### src/rtl/nibble_serial_adder_pkg.sv
// Shared constants and FSM state type for the nibble-serial adder.
package nibble_serial_adder_pkg;

  localparam int NIBBLE_W = 4;

  typedef enum logic [1:0] {
    ST_IDLE = 2'd0,
    ST_RUN  = 2'd1,
    ST_DONE = 2'd2
  } state_t;

endpackage

### src/rtl/nibble_serial_adder_rca.sv
// 4-bit ripple-carry adder: one full-adder cell per bit, purely combinational.
module nibble_serial_adder_rca
  import nibble_serial_adder_pkg::*;
(
  input  logic [NIBBLE_W-1:0] a,
  input  logic [NIBBLE_W-1:0] b,
  input  logic                c_in,
  output logic [NIBBLE_W-1:0] sum,
  output logic                c_out
);

  logic [NIBBLE_W:0] w_c;

  assign w_c[0] = c_in;

  for (genvar i = 0; i < NIBBLE_W; i++) begin : g_fa
    assign sum[i]     = a[i] ^ b[i] ^ w_c[i];
    assign w_c[i + 1] = (a[i] & b[i]) | (w_c[i] & (a[i] ^ b[i]));
  end

  assign c_out = w_c[NIBBLE_W];

endmodule

### src/rtl/nibble_serial_adder.sv
// WIDTH-bit adder that streams operands through one 4-bit adder, LSB nibble first.
// Result registers update only on the final nibble, so partial sums are never visible.
module nibble_serial_adder
  import nibble_serial_adder_pkg::*;
#(
  parameter int WIDTH = 16
) (
  input  logic             clk,
  input  logic             reset,
  input  logic             start,
  input  logic [WIDTH-1:0] a,
  input  logic [WIDTH-1:0] b,
  input  logic             c_in,
  output logic             busy,
  output logic             done,
  output logic [WIDTH-1:0] sum,
  output logic             c_out
);

  localparam int NIB   = WIDTH / NIBBLE_W;
  localparam int IDX_W = (NIB > 1) ? $clog2(NIB) : 1;

  state_t r_state;
  state_t w_next;

  logic [WIDTH-1:0]    r_a_sh;
  logic [WIDTH-1:0]    r_b_sh;
  logic [WIDTH-1:0]    r_s_sh;
  logic                r_cy;
  logic [IDX_W-1:0]    r_idx;
  logic [WIDTH-1:0]    r_sum;
  logic                r_c_out;

  logic [NIBBLE_W-1:0] w_nib_sum;
  logic                w_nib_cout;
  logic                w_accept;
  logic                w_last;

  nibble_serial_adder_rca u_rca (
    .a     (r_a_sh[NIBBLE_W-1:0]),
    .b     (r_b_sh[NIBBLE_W-1:0]),
    .c_in  (r_cy),
    .sum   (w_nib_sum),
    .c_out (w_nib_cout)
  );

  // New work is taken from IDLE or DONE; start during RUN is dropped.
  assign w_accept = start && (r_state != ST_RUN);
  assign w_last   = (r_state == ST_RUN) && (r_idx == IDX_W'(NIB - 1));

  always_ff @(posedge clk) begin
    if (reset) r_state <= ST_IDLE;
    else       r_state <= w_next;
  end

  always_comb begin
    w_next = r_state;
    case (r_state)
      ST_IDLE: if (start)  w_next = ST_RUN;
      ST_RUN:  if (w_last) w_next = ST_DONE;
      ST_DONE: w_next = start ? ST_RUN : ST_IDLE;
      default: w_next = ST_IDLE;
    endcase
  end

  always_ff @(posedge clk) begin
    if (reset) begin
      r_a_sh  <= '0;
      r_b_sh  <= '0;
      r_s_sh  <= '0;
      r_cy    <= 1'b0;
      r_idx   <= '0;
      r_sum   <= '0;
      r_c_out <= 1'b0;
    end else begin
      if (w_accept) begin
        r_a_sh <= a;
        r_b_sh <= b;
        r_cy   <= c_in;
        r_idx  <= '0;
      end else if (r_state == ST_RUN) begin
        r_a_sh <= r_a_sh >> NIBBLE_W;
        r_b_sh <= r_b_sh >> NIBBLE_W;
        r_s_sh <= {w_nib_sum, r_s_sh[WIDTH-1:NIBBLE_W]};
        r_cy   <= w_nib_cout;
        r_idx  <= r_idx + IDX_W'(1);
      end
      // The final nibble goes straight into the result alongside the shifted history.
      if (w_last) begin
        r_sum   <= {w_nib_sum, r_s_sh[WIDTH-1:NIBBLE_W]};
        r_c_out <= w_nib_cout;
      end
    end
  end

  assign busy  = (r_state == ST_RUN);
  assign done  = (r_state == ST_DONE);
  assign sum   = r_sum;
  assign c_out = r_c_out;

endmodule

### config.mk
export PLATFORM = sky130hd
export DESIGN_NAME = nibble_serial_adder
export DESIGN_NICKNAME = d
export VERILOG_FILES = /design/src/rtl/nibble_serial_adder_pkg.sv /design/src/rtl/nibble_serial_adder_rca.sv /design/src/rtl/nibble_serial_adder.sv
export SDC_FILE = /design/constraint.sdc
export NUM_CORES = 1
export LEC_CHECK = 0
export ABC_AREA = 1
export ABC_CLOCK_PERIOD_IN_PS = 3000
export CAP_MARGIN = 20
export CORE_UTILIZATION = 57
export CTS_CLUSTER_DIAMETER = 120
export DETAILED_ROUTE_END_ITERATION = 6
export DONT_BUFFER_PORTS = 1
export GPL_TIMING_DRIVEN = 0
export HOLD_SLACK_MARGIN = 0.05
export PLACE_DENSITY = 0.72
export SYNTH_ARGS = -nofsm -noshare
export SYNTH_HDL_FRONTEND = slang
export SYNTH_HIERARCHICAL = 1
export SYNTH_SLANG_ARGS = --single-unit
### constraint.sdc
create_clock -name clk -period 3 [get_ports clk]
set_input_delay 0.6 -clock clk [delete_from_list [all_inputs] [get_ports clk]]
set_output_delay 0.6 -clock clk [all_outputs]
set_load 0.1 [all_outputs]
==> results.sh, run 1 <==
export IMPL_cp_end_kind="flip-flop"
export IMPL_cts_root_buffer="clkbuf_8"
export IMPL_rsz0062_at_grt="false"
export IMPL_hold_buffers=0
export IMPL_initial_core_util_pct=59.5
export IMPL_synth_distinct_cells=17
export IMPL_p_comb_share_pct=11.0
export IMPL_multi_input_area_sq_um=1190
export IMPL_p_int_mw=1.44
export IMPL_cp_max_fo=2
export IMPL_period_share_pct=72.9
export IMPL_slowest_delay_ns=0.42
export IMPL_place_port_buffers=0
export IMPL_postCtsSetupBuffers=0
export IMPL_outcome="finished clean"
export IMPL_swShare_pct=25.5
export IMPL_ys_seq_area_share_pct=46.7
export IMPL_core_rowCount=25
export IMPL_final_nets=439
export IMPL_die_y_um=72.5
export IMPL_dieWidth_um=72.5
export IMPL_p_seq_share_pct=49.1
export IMPL_synth_seq_cells=66
export IMPL_clk_pin_slew_ns=0.07
export IMPL_path_class="flip-flop to flip-flop"
export IMPL_clock_power_share_pct=40.0
export IMPL_crit_chain="fa_1 -> inv_1 -> fa_1 -> inv_1 -> fa_1 -> inv_1 -> fa_1 -> inv_1 -> o21ai_0 -> nor2_1"
export IMPL_drive_gt1_share_pct=11.9
export IMPL_power_switching_mw=0.491
export IMPL_fin_hold_ws_ns=0.412
export IMPL_antenna_found_initial=0
export IMPL_via_count=2478
export IMPL_grt_overflow=0
export IMPL_fmax_mhz=457
export IMPL_grt_pass1_wl_um=10700
export IMPL_grt_usage_pct=27.6
export IMPL_syn_area_sq_um=2830
export IMPL_fin_setup_tns_ns=0
export IMPL_seq_area_sq_um=1320
export IMPL_place_area_sq_um=2920
export IMPL_vdd_drop_max_mv=0.330
export IMPL_io_pin_count=55
export IMPL_post_cts_resized=0
export IMPL_finalWirelength_um=6620
export IMPL_total_power_mw=1.93
export IMPL_ctsLongestPathBuffers=2
export IMPL_worst_setup_path_start_kind="flip-flop"
export IMPL_nFillCells=453
export IMPL_clock_sinks=66
export IMPL_drt_iter0_markers=130
export IMPL_postSynthCellCount=387
export IMPL_design_area_sq_um=3120
export IMPL_leakagePower_nw=1.53
export IMPL_dp_hpwl_um=4620
export IMPL_cp_num_buf_inv=4
export IMPL_slew_violations=0
export IMPL_fin_skew_ns=0.00513
export IMPL_worstPathArrival_ns=2.47
export IMPL_clk_latency_ns=0.34
export IMPL_syn2layout_area_growth_pct=10.3
export IMPL_maxCapViolCount=0
export IMPL_setup_violations=0
export IMPL_gp_congestion=0.828
export IMPL_ant_nets=0
export IMPL_core_area_sq_um=4750
export IMPL_power_density_nw_per_um2=618
export IMPL_via_per_inst=5.28
export IMPL_antenna_cells=0
export IMPL_h_tree_depth=3
export IMPL_drc=0
export IMPL_critPathSlowestCell="fa_1"
export IMPL_worst_pin_slew_ns=1.05
export IMPL_grt_max_degree=11
export IMPL_cts_made_buffers=9
export IMPL_hold_viol_final=0
export IMPL_cp_top_family="adder cells"
export IMPL_die_area_sq_um=5250
export IMPL_fin_util_pct=65.6
export IMPL_cts_tree="built"
export IMPL_wire_per_inst_um=14.1
export IMPL_synth_warnings=6
export IMPL_crit_required_ns=3.28
export IMPL_min_path_type="input port to flip-flop"
export IMPL_dr_pass1_iters=4
export IMPL_fin_crit_ns=2.19
export IMPL_slew_headroom_pct=29.7
export IMPL_first_global_vias=2361
export IMPL_syn_nets=428
export IMPL_syn_avg_cell_area_sq_um=7.31
state kept, by name (all words and copies together), names as in the netlist:
register / cells
r_state: 2
r_cy: 1
r_b_sh: 16
r_s_sh: 12
r_idx: 2
c_out: 1
sum: 16
r_a_sh: 16
area by class of cell:
class                   instances  share of cell area, %
inverters                      46                   5.53
flip-flops and latches         66                   42.3
well taps                      67                   2.69
plain buffers                  27                   4.89
multi-input cells             248                   38.0
clock inverters                 2                   1.12
clock buffers                  13                   5.41
stage by stage:
| stage | setup slack, ns | cells |
|---|---|---|
| 3_5_place_dp | 0.819 | 454 |
| 6_report | 0.813 | 469 |
| 4_1_cts | 0.801 | 469 |
| 5_1_grt | 0.663 | 469 |
| 2_1_floorplan | 0.762 | 387 |
| 3_3_place_gp | 0.717 | 454 |
layout by cell type, fill, tap and decap left out, drive strengths merged:
cell	instances
nand3	89
nand2	68
dfxtp	66
inv	46
nor2	43
o21ai	28
buf	26
a21oi	14
clkbuf	14
fa	4
xor2	1
ha	1
clkinv	1
bufinv	1
synth_stat cells:
master / number / share of area [%]
nor2_1: 40 / 5.3
dfxtp_1: 66 / 47
inv_1: 42 / 5.6
fa_1: 4 / 2.8
xor2_1: 1 / 0.31
nand2_2: 1 / 0.22
nand2_1: 67 / 8.9
buf_4: 8 / 2.1
buf_1: 1 / 0.13
buf_2: 17 / 3.0
nor2_2: 3 / 0.66
nand3_1: 89 / 16
a21oi_1: 14 / 2.5
o21ai_0: 28 / 5.0
inv_2: 4 / 0.53
ha_1: 1 / 0.44
clkbuf_1: 1 / 0.13
worst paths after layout:
kind / depth (start not counted) / from / to / slack [ns]
hold reg to reg: 2 / r_b_sh[15] / r_b_sh[15] / 0.46
setup / recovery: 10 / r_a_sh[0] / r_s_sh[15] / 0.81
hold / removal: 2 / a[13] / r_a_sh[13] / 0.41
setup reg to reg: 10 / r_a_sh[0] / r_s_sh[15] / 0.81
routing by layer:
metal | wire length, um | track usage [%]
met1 | 2730 | 31.0
met2 | 3180 | 45.6
met3 | 450 | 6.94
met4 | 257 | 19.6
met5 | 0 | 0
worst register-to-register path: cells and delay by family, from the launching register on:
kind                     cells  cell delay [ns]
AND/OR/NAND/NOR              1             0.09
AO/OA/AOI/OAI                1             0.09
flip-flops                   1             0.34
buffers and inverters        4             0.28
adder cells (fa/ha/maj)      4             1.33
kinds of logic (layout without fill, tap and decap cells):
kind of cell | Yosys count | after routing | share of synthesized area (%)
simple gates | 200 | 200 | 30.8
flops | 66 | 66 | 46.7
xor+xnor | 1 | 1 | 0.310
compound gates | 42 | 42 | 7.43
fa+ha+maj | 5 | 5 | 3.27
buf+inv | 73 | 88 | 11.5
power by group through the flow:
stage               combinational [mW]  clock, mW  sequential, mW
floorplan                        0.164          0           0.960
global placement                 0.206          0           0.965
detailed placement               0.211          0           0.966
CTS                              0.212      0.780           0.947
global route                     0.240      0.807           0.951
finish                           0.212      0.771           0.947
(Power assumes the default switching activity.)
==> inputs of run 2 (changes only) <==
--- a/config.mk
+++ b/config.mk
@@ -6,7 +6,7 @@
 export NUM_CORES = 1
 export LEC_CHECK = 0
 export ABC_AREA = 1
-export ABC_CLOCK_PERIOD_IN_PS = 3000
+export ABC_CLOCK_PERIOD_IN_PS = 2300
 export CAP_MARGIN = 20
 export CORE_UTILIZATION = 57
 export CTS_CLUSTER_DIAMETER = 120
==> constraint.sdc (replaced) <==
create_clock -name clk -period 2.3 [get_ports clk]
set_input_delay 0.46 -clock clk [delete_from_list [all_inputs] [get_ports clk]]
set_output_delay 0.46 -clock clk [all_outputs]
set_load 0.1 [all_outputs]
==> run 2 against run 1 <==
- die area unchanged
- combinational power grew 31%
- largest power group unchanged
- first-iteration DRC count grew 1.5%
- non-clock buffer count unchanged
- sequential cell count stayed put
- cell count is the same
- highest routed layer unchanged
- clock-buffer cell count unchanged
- total power rose by 30%
- register-to-register slack lost 0.68 ns
- global-route usage stayed put
==> results.sh, run 2 (synthesis results as in run 1) <==
export IMPL_first_global_vias=2361
export IMPL_hold_buffers=0
export IMPL_via_per_inst=5.28
export IMPL_fmax_mhz=461
export IMPL_via_count=2475
export IMPL_wire_per_inst_um=14.1
export IMPL_dp_hpwl_um=4620
export IMPL_total_power_mw=2.52
export IMPL_final_nets=439
export IMPL_cts_root_buffer="clkbuf_8"
export IMPL_cts_tree="built"
export IMPL_setup_slack_ns=0.131
export IMPL_rsz0062_at_grt="false"
export IMPL_reg2reg_from="r_a_sh[0]"
export IMPL_dr_pass1_iters=5
export IMPL_finalWirelength_um=6600
export IMPL_power_switching_mw=0.640
export IMPL_gp_congestion=0.828
export IMPL_cp_endpoint="r_s_sh[15]"
export IMPL_postCtsSetupBuffers=0
export IMPL_io_pin_count=55
export IMPL_min_path_type="input port to flip-flop"
export IMPL_drc=0
export IMPL_fin_skew_ns=0.00568
export IMPL_place_ws_ns=0.119
export IMPL_swShare_pct=25.4
export IMPL_h_tree_depth=3
export IMPL_worstPathArrival_ns=2.45
export IMPL_crit_required_ns=2.58
export IMPL_drt_iter0_markers=132
export IMPL_vdd_drop_max_mv=0.430
export IMPL_clk_latency_ns=0.34
export IMPL_drive_gt1_share_pct=13.2
export IMPL_reg2reg_setup_slack_ns=0.13
export IMPL_die_y_um=72.5
export IMPL_startpoint="r_a_sh[0]"
export IMPL_cts_made_buffers=9
export IMPL_maxCapViolCount=0
export IMPL_grt_util_met2_pct=45.6
export IMPL_ctsLongestPathBuffers=2
export IMPL_place_port_buffers=0
export IMPL_fin_setup_tns_ns=0
export IMPL_p_seq_share_pct=49.1
export IMPL_power_density_nw_per_um2=805
export IMPL_slew_violations=0
export IMPL_slew_headroom_pct=29.7
export IMPL_dieWidth_um=72.5
export IMPL_fin_crit_ns=2.17
export IMPL_place_inst=454
export IMPL_antenna_cells=0
export IMPL_worst_pin_slew_ns=1.05
export IMPL_core_area_sq_um=4750
export IMPL_outcome="finished clean"
export IMPL_ant_nets=0
export IMPL_p_int_mw=1.88
export IMPL_final_common_cell="nand3_1"
export IMPL_worst_setup_path_start_kind="flip-flop"
export IMPL_leakagePower_nw=1.53
export IMPL_initial_core_util_pct=59.5
export IMPL_grt_overflow=0
export IMPL_setup_violations=0
export IMPL_ff2ff_path_depth=10
export IMPL_period_share_pct=94.3
export IMPL_cp_max_fo=2
export IMPL_grtUsageMet1_pct=31.0
export IMPL_p_comb_share_pct=11.0
export IMPL_syn2layout_area_growth_pct=10.5
export IMPL_die_area_sq_um=5250
export IMPL_cp_end_kind="flip-flop"
export IMPL_antenna_found_initial=0
export IMPL_grt_max_degree=11
export IMPL_grt_util_met3_pct=6.94
export IMPL_clock_power_share_pct=39.9
export IMPL_grt_pass1_wl_um=10700
export IMPL_hold_viol_final=0
export IMPL_grt_usage_pct=27.6
export IMPL_path_class="flip-flop to flip-flop"
export IMPL_nFillCells=450
export IMPL_mostFrequentLayoutCells="nand3_1 (89), nand2_1 (67), dfxtp_1 (65)"
export IMPL_finalNonFillerCells=469
export IMPL_clock_sinks=66
export IMPL_core_rowCount=25
export IMPL_fin_util_pct=65.8
export IMPL_clk_pin_slew_ns=0.07
export IMPL_gr_max_usage_layer="met2"
export IMPL_rr_endpoint="r_s_sh[15]"
[run 2: cell counts in the layout (fill, tap and decap cells not counted)]
Identical to the previous run, type by type.
[run 2: cell type report]
class	count	area [sq um]	area share (%)
clock buffers	13	169	5.40
plain buffers	27	153	4.88
inverters	46	173	5.52
flip-flops and latches	66	1320	42.3
well taps	67	83.8	2.68
multi-input cells	248	1190	38.1
clock inverters	2	35.0	1.12
[run 2: power by group through the flow]
stage | clock (mW) | combinational (mW) | sequential [mW]
after global placement | 0 | 0.268 | 1.26
after global routing | 1.05 | 0.316 | 1.24
after detailed placement | 0 | 0.275 | 1.26
after floorplan | 0 | 0.213 | 1.25
after CTS | 1.02 | 0.276 | 1.23
final | 1.00 | 0.278 | 1.24
[run 2: what timing repair did]
action / CTS / global route
endpoints found under the hold margin: 0 / 0
gates resized for setup: 0 / 5
endpoints found under the setup margin: 0 / 1
[run 2: critical path, stage by stage (launching register included)]
cell and delay, ns:
dfxtp_2 0.34, fa_2 0.38, inv_2 0.06, fa_2 0.16
inv_1 0.04, fa_1 0.35, inv_1 0.08, fa_1 0.43
inv_2 0.07, o21ai_0 0.08, nor2_1 0.11
[run 2: stage by stage]
stage / area, sq um / hold slack (ns)
after floorplan: 2830 / 0.435
after CTS: 3120 / 0.266
after detailed placement: 2920 / 0.455
after global placement: 2910 / 0.449
after global routing: 3130 / 0.280
final: 3130 / 0.272
[run 2: how the worst min path moves through the flow]
stage | depth (start not counted) | endpoint | from | slack, ns
2_1_floorplan | 2 | r_s_sh[10] | r_s_sh[10] | 0.44
3_3_place_gp | 2 | r_a_sh[13] | r_a_sh[13] | 0.45
3_5_place_dp | 2 | r_b_sh[15] | r_b_sh[15] | 0.46
4_1_cts | 2 | r_a_sh[13] | a[13] | 0.27
5_1_grt | 2 | r_a_sh[13] | a[13] | 0.28
6_report | 2 | r_a_sh[13] | a[13] | 0.27
[run 2: metal layers]
metal  routed length, um  vias to the layer above
met5                   0                        -
met4                 212                        0
met3                 471                       16
met2                3200                       77
met1                2720                     1127
li1                    -                     1255
